`src/rtl/morse_pkg.sv`:
```
// Shared types and timing constants for the Morse digit serializer.
package morse_pkg;

  typedef enum logic [1:0] {
    IDLE,
    MARK,
    GAP,
    CHAR_GAP
  } morse_state_e;

  localparam int unsigned CODE_W         = 5;
  localparam int unsigned DOT_UNITS      = 1;
  localparam int unsigned DASH_UNITS     = 3;
  localparam int unsigned SYM_GAP_UNITS  = 1;
  localparam int unsigned CHAR_GAP_UNITS = 3;

endpackage

```
`src/rtl/morse_digit_serializer_if.sv`:
```
// Request/status bundle between the pattern mux side and the serializer.
// With MORSE_ABORT_EN defined the bundle also carries a synchronous abort.
interface morse_digit_serializer_if;
  import morse_pkg::*;

  logic [CODE_W-1:0] code;
  logic              start;
  logic              key_out;
  logic              busy;
  logic              done;

`ifdef MORSE_ABORT_EN
  logic              abort;

  modport master (output code, start, abort, input key_out, busy, done);
  modport slave  (input code, start, abort, output key_out, busy, done);
`else
  modport master (output code, start, input key_out, busy, done);
  modport slave  (input code, start, output key_out, busy, done);
`endif

endinterface

```
`src/rtl/morse_unit_timer.sv`:
```
// Divides the clock into Morse time units; restart realigns the unit grid.
module morse_unit_timer
  import morse_pkg::*;
#(
  parameter int unsigned UNIT_CYCLES = 4
) (
  input  logic clk,
  input  logic rst_n,
  input  logic restart,
  output logic unit_tick
);

  localparam int unsigned   CW   = $clog2(UNIT_CYCLES + 1);
  localparam logic [CW-1:0] LAST = CW'(UNIT_CYCLES - 1);

  logic [CW-1:0] cnt;

  assign unit_tick = (cnt == LAST);

  always_ff @(posedge clk or negedge rst_n) begin
    if (!rst_n) begin
      cnt <= '0;
    end else if (restart || unit_tick) begin
      cnt <= '0;
    end else begin
      cnt <= cnt + CW'(1);
    end
  end

endmodule

```
`src/rtl/morse_digit_serializer.sv`:
```
// Serializes a latched 5-bit Morse digit into a timed key waveform.
// Optional MORSE_ABORT_EN adds a synchronous abort to the request bundle.
module morse_digit_serializer
  import morse_pkg::*;
#(
  parameter int unsigned UNIT_CYCLES = 4
) (
  input  logic                     clk,
  input  logic                     rst_n,
  morse_digit_serializer_if.slave  bus
);

  morse_state_e      state;
  morse_state_e      state_nx;
  logic [1:0]        units;
  logic [2:0]        idx;
  logic [CODE_W-1:0] code_q;
  logic [1:0]        last_unit;
  logic              tick;
  logic              restart;
  logic              accept;
  logic              leave;
  logic              done_nx;
  logic              abort_in;
  logic              abort_hit;

`ifdef MORSE_ABORT_EN
  assign abort_in = bus.abort;
`else
  assign abort_in = 1'b0;
`endif

  morse_unit_timer #(
    .UNIT_CYCLES (UNIT_CYCLES)
  ) u_timer (
    .clk       (clk),
    .rst_n     (rst_n),
    .restart   (restart),
    .unit_tick (tick)
  );

  always_comb begin
    case (state)
      MARK:     last_unit = code_q[idx] ? 2'(DASH_UNITS - 1) : 2'(DOT_UNITS - 1);
      GAP:      last_unit = 2'(SYM_GAP_UNITS - 1);
      CHAR_GAP: last_unit = 2'(CHAR_GAP_UNITS - 1);
      default:  last_unit = '0;
    endcase
  end

  assign leave     = tick && (units == last_unit) && (state != IDLE);
  assign abort_hit = abort_in && (state != IDLE);
  assign accept    = (state == IDLE) && bus.start && !abort_in;

  always_comb begin
    state_nx = state;
    done_nx  = 1'b0;
    case (state)
      IDLE:     if (accept) state_nx = MARK;
      MARK:     if (leave)  state_nx = (idx != '0) ? GAP : CHAR_GAP;
      GAP:      if (leave)  state_nx = MARK;
      CHAR_GAP: if (leave) begin
        state_nx = IDLE;
        done_nx  = 1'b1;
      end
      default:  state_nx = IDLE;
    endcase
    if (abort_hit) begin
      state_nx = IDLE;
      done_nx  = 1'b0;
    end
  end

  // Every state entry (including abort) realigns both the unit grid and unit count.
  assign restart = accept || leave || abort_hit;

  always_ff @(posedge clk or negedge rst_n) begin
    if (!rst_n) begin
      state       <= IDLE;
      bus.key_out <= 1'b0;
      bus.busy    <= 1'b0;
      bus.done    <= 1'b0;
      units       <= '0;
      idx         <= '0;
      code_q      <= '0;
    end else begin
      state       <= state_nx;
      bus.key_out <= (state_nx == MARK);
      bus.busy    <= (state_nx != IDLE);
      bus.done    <= done_nx;

      if (restart) begin
        units <= '0;
      end else if (tick) begin
        units <= units + 2'd1;
      end

      if (accept) begin
        code_q <= bus.code;
        idx    <= 3'(CODE_W - 1);
      end else if (abort_hit) begin
        idx <= '0;
      end else if ((state == GAP) && leave) begin
        idx <= idx - 3'd1;
      end
    end
  end

endmodule

```
`src/flat_wrapper.sv`:
```
// flat-port wrapper written by rule: the top's interface ports become plain ports
module morse_digit_serializer_flat import morse_pkg::*;
#(
  parameter int unsigned UNIT_CYCLES = 4
)
  (clk, rst_n, bus_code, bus_start, bus_key_out, bus_busy, bus_done);
  morse_digit_serializer_if bus_i ();
  input  logic clk;
  input  logic rst_n;
  input wire logic [$bits(bus_i.code)-1:0] bus_code;
  input wire logic [$bits(bus_i.start)-1:0] bus_start;
  output wire logic [$bits(bus_i.key_out)-1:0] bus_key_out;
  output wire logic [$bits(bus_i.busy)-1:0] bus_busy;
  output wire logic [$bits(bus_i.done)-1:0] bus_done;
  assign bus_i.code = bus_code;
  assign bus_i.start = bus_start;
  assign bus_key_out = bus_i.key_out;
  assign bus_busy = bus_i.busy;
  assign bus_done = bus_i.done;
  morse_digit_serializer #(.UNIT_CYCLES(UNIT_CYCLES)) u_core (.clk(clk), .rst_n(rst_n), .bus(bus_i));
endmodule
```
`config.mk`:
```
export PLATFORM = sky130hd
export DESIGN_NAME = morse_digit_serializer_flat
export DESIGN_NICKNAME = d
export VERILOG_FILES = /design/src/rtl/morse_pkg.sv /design/src/rtl/morse_digit_serializer_if.sv /design/src/rtl/morse_unit_timer.sv /design/src/rtl/morse_digit_serializer.sv /design/src/flat_wrapper.sv
export SDC_FILE = /design/constraint.sdc
export NUM_CORES = 1
export LEC_CHECK = 0
export BUFFER_PORTS_ARGS = -buffer_cell sky130_fd_sc_hd__buf_2
export CORE_ASPECT_RATIO = 0.8
export CORE_MARGIN = 2
export CORE_UTILIZATION = 50
export DETAILED_ROUTE_END_ITERATION = 10
export PLACE_DENSITY = 0.84
export SETUP_SLACK_MARGIN = 0.15
export SYNTH_ARGS = -nofsm -noshare
export SYNTH_HDL_FRONTEND = slang
export SYNTH_SLANG_ARGS = --single-unit
```
`constraint.sdc`:
```
create_clock -name clk -period 1.8 [get_ports clk]
set_clock_uncertainty 0.1 [all_clocks]
set_input_delay 0.54 -clock clk [delete_from_list [all_inputs] [get_ports clk]]
set_output_delay 0.54 -clock clk [all_outputs]
set_load 0.01 [all_outputs]
```
==> results.md, run 1 <==
* Final Cycle Share at 1.054
* Top-Level Pins at 11
* Power density cells at 1480 nW/um2
* DRC at 0
* Total CTS buffers at 3
* Worst r2r dst: u_core.state[1]
* Synth top area cells: dfrtp_1 46%, nand2_1 7.7%, ha_1 5.1%, nor3_1 4.1%, nor2_1 3.5%
* ANT nets after route at 0
* Drt first pass iters at 4
* Mapped Cells at approximately 100
* Synth Flop Type: dfrtp_1
* Post-Place Cells at between 100 and 150
* CP max FO at 5
* # hold bufs at CTS at 0
* GRT Util Overall at 0.2149
* Ys Warns at 0
* Vias in the first global route at 847
* Routability cong. at 0.8949
* Final Max Tran Viols at 0
* Initial antenna violation count at 0
* Netlist Area Pre-Place at 977.2 um2
* Port bufs at 10
* Post-DP HPWL at about 1500 um
* Async S/R FF share, synth at 1.000
* Share of cells above drive strength 1 at 0.3065
* Worst relative slew slack at 0.7276
* Critical path endpoint category: flop
* Final setup viols at 5
* Worst-path clk slew at approximately 100 ps
* DRT Wirelength at ~2000 um
* Fin worst setup slack at -96.53 ps
* Seq cells post-synth at 18
* Number of synthesized flops with an enable pin at 0
* Die width at 53.43 um
* Inserted Diodes at 0
* Final Hold Viols at 0
* Die H at 43.54 um
* R2R setup slack at -100 ps
* Worst skew pair latency at 300 ps
* CP max stage delay at 440 ps
* WP data arrival at 1980 ps
* Sequential-to-total area share from yosys stat at 0.4609
* Failing checks: negative setup slack
* R2R Path Start: u_core.idx[0]
* Cells along the critical path: mux2_4 -> a22o_4 -> nor4b_2 -> nor3_1 -> a31o_2
* Crit path time final at roughly 1900 ps
* Routed WL per cell at about 14 um
* Root buf cell: clkbuf_4
* Pwr Total at roughly 1800 uW
* First-pass GRT wire length at 3553 um
* Final core utilization at 0.6435
* P&R area growth vs syn at 22.28%
* Top cells by count, synth: 20 x nand2_1, 18 x dfrtp_1, 9 x nor2_1
* WP data required at 1880 ps
* Leakage at 0.0005727 uW
* Worst hold path class: input pin to async pin
* Synthesized net count at 116
* CTS tree: done
* Worst path slowest cell: dfrtp_1
* Area of the die at 2326 um2
* Post-DP Area at around 1100 um2
* Max-capacitance violation count at 0
* Core area at 1857 um2
* Cell Count, Final, Fillers Out at around 150
* GRT overflow at 0
* Largest net degree at the start of global routing at 19
* Design area at ~1200 um2
* Starting DRT DRC Count at 18
* Slew @ Worst Pin at approximately 410 ps
* Worst Setup Start Kind: flop
* # rows at 14
* Top-area cell type share of the netlist area at 0.4609
* CTS Sinks at 18
* Critical path type: flop to flop
* Synth Area per Inst at 9.396 um2
* RSZ-0062 raised after global routing: true
* Status: finished with violations
* CP startpoint: u_core.idx[0]
* Maximum clock frequency at 527.3 MHz
* Vias per cell at around 5.5
* Most frequent cell after synthesis: nand2_1
* Library cells used by synthesis at 36
* Initial core utilization at 0.5263
* Reg2Reg Depth at 5
* Worst Setup EP: u_core.state[1]
* Vias at 807
* H-tree Lvls at 1
* Final Net Count at 138
* Max rail drop VDD at ~0.91 mV
* Clock buffer depth at 2
* Leading area contributor after synthesis: dfrtp_1
## area by class of cell
type                            count  area, um2
Fill cell                         152      661.9
Clock buffer                        3      22.52
Tap cell                           24      30.03
Timing Repair Buffer               21      136.4
Multi-Input combinational cell     77      536.8
Sequential cell                    18      450.4
Inverter                            5      18.77
## logic make-up after synthesis
family                     after synthesis  share of synthesized area
xor gates and xnor gates                 2                    0.01793
and+or+nand+nor                         53                     0.2715
buffers and inverters                    9                    0.03585
DFF                                     18                     0.4609
adders and majority gates                4                    0.05122
AOI/OAI and AO/OA                       15                     0.1255
muxes                                    3                    0.03713
## worst min-delay path by stage
stage | startpoint | to | cells past startpoint
after floorplan | rst_n | u_core.bus.busy | 0
after global placement | u_core.u_timer.cnt[0] | u_core.u_timer.cnt[0] | 1
after detailed placement | u_core.u_timer.cnt[0] | u_core.u_timer.cnt[0] | 1
after CTS | rst_n | u_core.code_q[1] | 1
after global routing | rst_n | u_core.idx[1] | 1
final | rst_n | u_core.idx[1] | 1
## cell usage in the layout, fill, tap and decap left out, drive strengths merged
| cell type | synthesis | routed |
|---|---|---|
| or2 | 2 | 2 |
| buf | 2 | 21 |
| o21ai | 1 | 1 |
| o311a | 1 | 1 |
| nor3 | 8 | 8 |
| mux2i | 1 | 1 |
| xor2 | 1 | 1 |
| a31oi | 2 | 2 |
| nand2 | 20 | 20 |
| nor4b | 1 | 1 |
| a21oi | 4 | 4 |
| nor3b | 3 | 3 |
| clkbuf | 2 | 3 |
| a211oi | 1 | 1 |
| and3b | 1 | 1 |
| mux2 | 2 | 2 |
| nor2 | 9 | 9 |
| a31o | 1 | 1 |
| o32ai | 1 | 1 |
| dfrtp | 18 | 18 |
| nand4bb | 1 | 1 |
| xnor2 | 1 | 1 |
| a22o | 1 | 1 |
| and4 | 1 | 1 |
| inv | 5 | 5 |
| nand3 | 1 | 1 |
| nand3b | 1 | 1 |
| o211a | 1 | 1 |
| nor2b | 3 | 3 |
| and2 | 2 | 2 |
| o22a | 1 | 1 |
| ha | 4 | 4 |
| o22ai | 1 | 1 |
## per-layer routing
layer / up-vias / GRT usage / part of all wire
met5: - / 0 / 0
met4: 0 / 0.09744 / 0.016
met3: 4 / 0.06552 / 0.040
met2: 17 / 0.3654 / 0.49
met1: 383 / 0.2467 / 0.45
li1: 403 / - / -
## repair_timing
item                       4_1_cts  5_1_grt
setup endpoints to repair        7        8
gates resized for setup          6        3
buffers inserted                 0        2
pin swaps                        1        2
## per-stage QoR
| stage | setup slack (ps) | hold WS (ps) | setup TNS [ps] |
|---|---|---|---|
| after global placement | -31.09 | 325.2 | -59.24 |
| after floorplan | -23.00 | 144.4 | -23.00 |
| after global routing | -152.6 | 67.89 | -651.1 |
| final | -96.53 | 49.09 | -344.8 |
| after detailed placement | -144.1 | 331.7 | -423.2 |
| after CTS | -84.89 | 68.69 | -283.6 |
## registers in the layout, summed over array words and instances, names as in the netlist
| register | count |
|---|---|
| u_core.idx | 3 |
| u_core.bus.busy | 1 |
| u_core.code_q | 5 |
| u_core.u_timer.cnt | 3 |
| u_core.bus.key_out | 1 |
| u_core.bus.done | 1 |
| u_core.units | 2 |
| u_core.state | 2 |
## worst max-delay path: cells and delay by family (launching register included)
family             cells  cell delay, ps
AOI/OAI and AO/OA      2             510
muxes                  1             330
and+or+nand+nor        2             410
DFF                    1             440
## where the power goes
part / leakage, uW / switching (uW) / total, uW / internal (uW)
clock: 0.0000138 / 119 / 197 / 77.9
sequential: 0.000218 / 110 / 667 / 558
combinational: 0.000341 / 446 / 904 / 459
total: 0.000573 / 675 / 1770 / 1090
Power figures use the tool's default switching activity.
==> inputs of run 2 (changes only) <==
--- a/config.mk
+++ b/config.mk
@@ -6,11 +6,15 @@
 export NUM_CORES = 1
 export LEC_CHECK = 0
 export BUFFER_PORTS_ARGS = -buffer_cell sky130_fd_sc_hd__buf_2
+export CELL_PAD_IN_SITES_DETAIL_PLACEMENT = 1
+export CELL_PAD_IN_SITES_GLOBAL_PLACEMENT = 2
 export CORE_ASPECT_RATIO = 0.8
 export CORE_MARGIN = 2
-export CORE_UTILIZATION = 50
+export CORE_UTILIZATION = 31
 export DETAILED_ROUTE_END_ITERATION = 10
-export PLACE_DENSITY = 0.84
+export MAX_ROUTING_LAYER = met4
+export PLACE_DENSITY = 0.83
+export REMOVE_ABC_BUFFERS = 1
 export SETUP_SLACK_MARGIN = 0.15
 export SYNTH_ARGS = -nofsm -noshare
 export SYNTH_HDL_FRONTEND = slang
==> results.md, run 2 (synthesis gave the netlist of run 1 again) <==
* Status: finished with violations
* Failing checks: negative setup slack
* Most common cell after layout, fill and taps aside: nand2_1
* GRT overflow at 0
* GRT Util Overall at 0.1828
* Initial core utilization at 0.3214
* Sw Ratio at 0.3875
* Routability cong. at 0.8586
* Max rail drop VDD at around 0.6 mV
* Vias per cell at 4.977
* Top reg by flops: u_core.code_q
* Largest net degree at the start of global routing at 19
* DRC at 0
* Top-Level Pins at 11
* Area of the die at 3620 um2
* Maximum clock frequency at ~520 MHz
* DRT Wirelength at 2935 um
* Critical path endpoint category: flop
* Post-DP HPWL at ~1700 um
* CTS tree: done
* Root buf cell: clkbuf_8
* Slew @ Worst Pin at 414.7 ps
* Final Max Tran Viols at 0
* CP top delay family: compound AO/OA/AOI/OAI gates
* Final Net Count at 147
* Setup_tns at -395.4 ps
* H-tree Lvls at 1
* CP max FO at 5
* Largest regs: u_core.code_q x5, u_core.idx x3, u_core.u_timer.cnt x3
* Switch Pwr at 903.5 uW
* Share of cells above drive strength 1 at 0.4328
* P&R area growth vs syn at 47.50%
* Core area at 3040 um2
* Worst path slowest cell: dfrtp_1
* Final Cycle Share at 1.062
* ANT nets after route at 0
* WP data arrival at 1950 ps
* Register area at ~450 um2
* # rows at 18
* Cell Count, Final, Fillers Out at 174
* RSZ-0062 raised after global routing: true
* Reg power frac at 0.294
* Vias at 866
* Buf/Inv on CP at 0
* Final Hold Viols at 0
* Starting DRT DRC Count at 50
* Die width at 66.77 um
* Worst Setup Start Kind: flop
* Layout fillers at 347
* Port bufs at 10
* Leakage at between 0.0006 and 0.0007 uW
* Crit path time final at 1911 ps
* Clock buffer depth at 2
* CTS Sinks at 18
* Area of the multi-input gates at about 660 um2
* Worst skew pair latency at 250 ps
* Max-capacitance violation count at 0
* Total CTS buffers at 3
* Die H at approximately 54 um
* Max FFs per register at 5
* Vias in the first global route at 994
* Fin worst setup slack at -110.8 ps
* Inserted Diodes at 0
* First-pass GRT wire length at approximately 4700 um
* Final setup viols at 6
* Most frequent cells in the layout: 20 x nand2_1, 18 x dfrtp_1, 17 x buf_4
* Worst hold path class: input pin to async pin
* # hold bufs at CTS at 0
* Worst relative slew slack at 0.7235
* Power density cells at 1618 nW/um2
* Worst-path clk slew at 70 ps
* Internal power at 1428 uW
* Critical path type: flop to flop
* WP data required at 1840 ps
* Comb pwr share at 0.564
* Drt first pass iters at 4
* Initial antenna violation count at 0
* Routed WL per cell at about 17 um
* CP max stage delay at 410 ps
* Clk pwr share at 0.141
* Post-Place Cells at 163
* Cells along the critical path: mux2_4 -> a22o_4 -> or2_4 -> xnor2_4 -> a31o_2
==> run 2: path summary, 6_finish.rpt <==
path / slack (ps) / depth (start not counted) / end / from
min in group clk: 380 / 3 / u_core.code_q[0] / bus_code[0]
max in group asynchronous: 1190 / 1 / u_core.code_q[4] / rst_n
hold / removal: 110 / 1 / u_core.u_timer.cnt[2] / rst_n
setup / recovery: -110 / 5 / u_core.state[1] / u_core.idx[0]
setup reg to reg: -110 / 5 / u_core.state[1] / u_core.idx[0]
hold reg to reg: 390 / 2 / u_core.code_q[0] / u_core.code_q[0]
==> run 2: power groups by stage <==
stage / combinational, uW / clock [uW] / sequential [uW]
after floorplan: 514 / 0 / 682
after global placement: 829 / 0 / 647
after detailed placement: 863 / 0 / 654
after CTS: 1020 / 343 / 657
after global routing: 1440 / 358 / 704
final: 1320 / 330 / 686
==> run 2: layer usage <==
| metal | vias to the layer above | track usage | wire, um |
|---|---|---|---|
| li1 | 418 | - | - |
| met1 | 426 | 0.1869 | 1265 |
| met2 | 16 | 0.3517 | 1532 |
| met3 | 6 | 0.05556 | 97 |
| met4 | 0 | 0.03741 | 40 |
| met5 | - | - | 0 |
==> run 2: metrics by stage <==
step	hold WS, ps	setup slack, ps	power, uW	area [um2]	utilization
floorplan	144.4	-97.78	1196	960.9	-
global placement	368.3	-76.56	1476	1159	0.3811
detailed placement	382.1	-118.0	1517	1159	0.3811
CTS	118.7	-40.11	2020	1303	0.4284
global route	124.7	-167.1	2501	1441	0.4741
finish	109.0	-110.8	2332	1441	0.4741
==> run 2: cell type report <==
class,count,share of cell area
multi-input combinational,77,0.4549
sequential,18,0.3125
timing repair buffer,30,0.1467
clock buffer,4,0.03819
tap,40,0.03472
inverter,5,0.01302
==> run 2: repair_timing <==
item,4_1_cts,5_1_grt
pin swaps,9,10
setup endpoints to repair,8,8
endpoints found under the hold margin,0,0
buffers inserted,4,3
resized for setup,9,20
==> run 2: worst reg2reg max path, delay by kind of cell (launching register included) <==
| kind | cells | cell delay, ps |
|---|---|---|
| DFF | 1 | 410 |
| xor gates and xnor gates | 1 | 140 |
| muxes | 1 | 320 |
| and+or+nand+nor | 1 | 290 |
| AOI/OAI and AO/OA | 2 | 540 |
==> inputs of run 3 (changes only) <==
--- a/config.mk
+++ b/config.mk
@@ -6,16 +6,18 @@
 export NUM_CORES = 1
 export LEC_CHECK = 0
 export BUFFER_PORTS_ARGS = -buffer_cell sky130_fd_sc_hd__buf_2
+export CAP_MARGIN = 20
 export CELL_PAD_IN_SITES_DETAIL_PLACEMENT = 1
 export CELL_PAD_IN_SITES_GLOBAL_PLACEMENT = 2
 export CORE_ASPECT_RATIO = 0.8
-export CORE_MARGIN = 2
-export CORE_UTILIZATION = 31
+export CORE_MARGIN = 3
+export CORE_UTILIZATION = 33
 export DETAILED_ROUTE_END_ITERATION = 10
 export MAX_ROUTING_LAYER = met4
-export PLACE_DENSITY = 0.83
+export PLACE_DENSITY = 0.84
 export REMOVE_ABC_BUFFERS = 1
 export SETUP_SLACK_MARGIN = 0.15
 export SYNTH_ARGS = -nofsm -noshare
 export SYNTH_HDL_FRONTEND = slang
+export SYNTH_HIERARCHICAL = 1
 export SYNTH_SLANG_ARGS = --single-unit
==> results.md, run 3 <==
* Slew @ Worst Pin at 419.2 ps
* Final setup viols at 9
* Crit path time final at 1987 ps
* Setup_tns at -1153 ps
* Failing checks: negative setup slack
* Synth Flop Type: dfrtp_1
* Root buf cell: clkbuf_4
* Area of the die at roughly 3600 um2
* Critical path type: flop to flop
* Synth top area cells: dfrtp_1 47%, mux2_2 5.8%, ha_1 5.2%, nand2_1 3.1%, nor2_1 3.1%
* Mapped Cells at slightly above 90
* R2R Path Start: u_core/state[0]
* # rows at 16
* Met1 usage at 0.2239
* GR Util met3 at 0.04723
* Internal power at 1758 uW
* Max FFs per register at 5
* WP data required at ~1900 ps
* P&R area growth vs syn at 47.47%
* Max rail drop VDD at 1.050 mV
* Worst relative slew slack at 0.7205
* Most frequent cell after synthesis: dfrtp_1
* First-pass GRT wire length at 4533 um
* RSZ-0062 raised after global routing: true
* Share of cells above drive strength 1 at 0.5520
* Worst hold path class: input pin to async pin
* GR peak layer: met2
* Comb pwr share at 0.655
* Met2 usage at 0.3031
* Cells along the critical path: or3b_4 -> o22ai_4 -> nor2_4 -> xnor2_2 -> o31ai_2 -> buf_4 -> nor3b_4
* Final Net Count at 138
* Die H at 54.36 um
* Post-DP HPWL at 1982 um
* Critical path endpoint category: flop
* Largest net degree at the start of global routing at 19
* Routed WL per cell at ~19 um
* CTS Sinks at 18
* H-tree Lvls at 1
* Largest regs: u_core/code_q x5, u_core/idx x3, u_core/u_timer/cnt x3
* Library cells used by synthesis at 37
* Final Hold Viols at 0
* Reg power frac at 0.253
* Most frequent cells in the layout: 19 x buf_4, 17 x dfrtp_1, 10 x buf_2
* CTS tree: done
* Initial antenna violation count at 0
* Vias per cell at 5.298
* Fin worst setup slack at -186.5 ps
* DRT Wirelength at about 3000 um
* Final hold slack at around 25 ps
* Most common cell after layout, fill and taps aside: buf_4
* Seq cells post-synth at 18
* GRT Util Overall at 0.1829
* Initial core utilization at 0.3707
* Maximum clock frequency at 503.4 MHz
* Ys Warns at 6
* Design area at 1423 um2
* Async S/R FF share, synth at 1.000
* Netlist Area Pre-Place at 964.7 um2
* Top cells by count, synth: 18 x dfrtp_1, 8 x nand2_1, 8 x nor2_1
* WP data arrival at about 2100 ps
* Leading area contributor after synthesis: dfrtp_1
* Die width at approximately 66 um
* Vias in the first global route at 918
* Power density cells at 2091 nW/um2
* CP top delay family: simple AND/OR/NAND/NOR gates
* Sequential-to-total area share from yosys stat at 0.4669
* Worst Setup Start Kind: flop
* Inserted Diodes at 0
* Number of synthesized flops with an enable pin at 0
* Drt first pass iters at 4
* Worst-path clk slew at around 130 ps
* Status: finished with violations
* Clock buffer depth at 2
* Synth Area per Inst at roughly 11 um2
* Top reg by flops: u_core/code_q
* Core area at 2603 um2
* Sw Ratio at 0.4090
* Buf/Inv on CP at 1
* CP max stage delay at 410 ps
* Worst skew pair latency at 320 ps
* DRC at 0
* Vias at between 800 and 900
* Routability cong. at 0.8282
* Final Max Tran Viols at 0
* Placement Setup Slack at -160.7 ps
* Final Cycle Share at 1.104
* CP startpoint: u_core/state[0]
* # hold bufs at CTS at 0
* Post-DP Area at 1176 um2
* Layout fillers at 292
* Pwr Total at 2975 uW
* Leakage at 0.0006231 uW
* GRT overflow at 0
* Worst path slowest cell: dfrtp_1
* Max-capacitance violation count at 0
* Top-area cell type share of the netlist area at 0.4669
* CP max FO at 4
* ANT nets after route at 0
* Switch Pwr at 1217 uW
* Top-Level Pins at 11
* Port bufs at 10
* Total CTS buffers at 3
* Starting DRT DRC Count at 24
* Clk pwr share at 0.092
==> run 3: timing repair <==
action | CTS | global route
gates resized for setup | 20 | 17
pin swaps | 7 | 9
hold endpoints to repair | 0 | 0
buffers inserted | 5 | 1
endpoints found under the setup margin | 17 | 17
==> run 3: layout make-up <==
type / count / area [um2] / share of cell area
Multi-Input combinational cell: 66 / 636.9 / 0.4477
Sequential cell: 18 / 451.7 / 0.3175
Timing Repair Buffer: 33 / 237.7 / 0.1671
Tap cell: 36 / 45.04 / 0.03166
Clock buffer: 4 / 36.28 / 0.02551
Inverter: 4 / 15.01 / 0.01055
==> run 3: path summary, 6_finish.rpt <==
path | end | slack [ps] | cells after the start
worst max-delay path | u_core/u_timer/cnt[1] | -190 | 7
worst min-delay path | u_core/bus.busy | 30 | 1
worst max register to register | u_core/u_timer/cnt[1] | -190 | 7
worst min register to register | u_core/u_timer/cnt[0] | 440 | 2
max in group asynchronous | u_core/u_timer/cnt[1] | 1260 | 1
min in group clk | u_core/code_q[4] | 360 | 2
==> run 3: cells by family (layout without fill, tap and decap cells) <==
logic type | count (synthesis) | in the layout | synth area share
simple gates | 32 | 32 | 0.1764
compound gates | 20 | 20 | 0.1634
flops | 18 | 18 | 0.4669
mux | 7 | 7 | 0.07911
buf+inv | 7 | 41 | 0.02723
fa+ha+maj | 4 | 4 | 0.05188
xor+xnor | 3 | 3 | 0.03503
==> run 3: per-layer routing <==
metal,part of all wire,vias to the layer above,wire (um)
li1,-,402,-
met1,0.46,427,1377
met2,0.50,20,1505
met3,0.037,4,112
met4,0.0066,0,20
met5,0,-,0
==> run 3: through the flow <==
stage,instances,utilization
3_5_place_dp,151,0.4519
5_1_grt,161,0.5466
6_report,161,0.5466
3_3_place_gp,151,0.4519
2_1_floorplan,88,-
4_1_cts,160,0.5111
==> run 3: worst register-to-register path, delay by kind of cell, from the launching register on <==
| kind | cells | cell delay (ps) |
|---|---|---|
| AO/OA/AOI/OAI | 2 | 320 |
| flip-flops | 1 | 410 |
| XOR/XNOR | 1 | 220 |
| AND/OR/NAND/NOR | 3 | 670 |
| buffers and inverters | 1 | 170 |
==> run 3: power by group through the flow <==
| stage | logic, uW | clock network [uW] | registers [uW] |
|---|---|---|---|
| 6_report | 1950 | 275 | 752 |
| 5_1_grt | 2080 | 298 | 774 |
| 4_1_cts | 1670 | 279 | 723 |
| 3_5_place_dp | 1350 | 0 | 704 |
| 3_3_place_gp | 1280 | 0 | 686 |
| 2_1_floorplan | 745 | 0 | 727 |
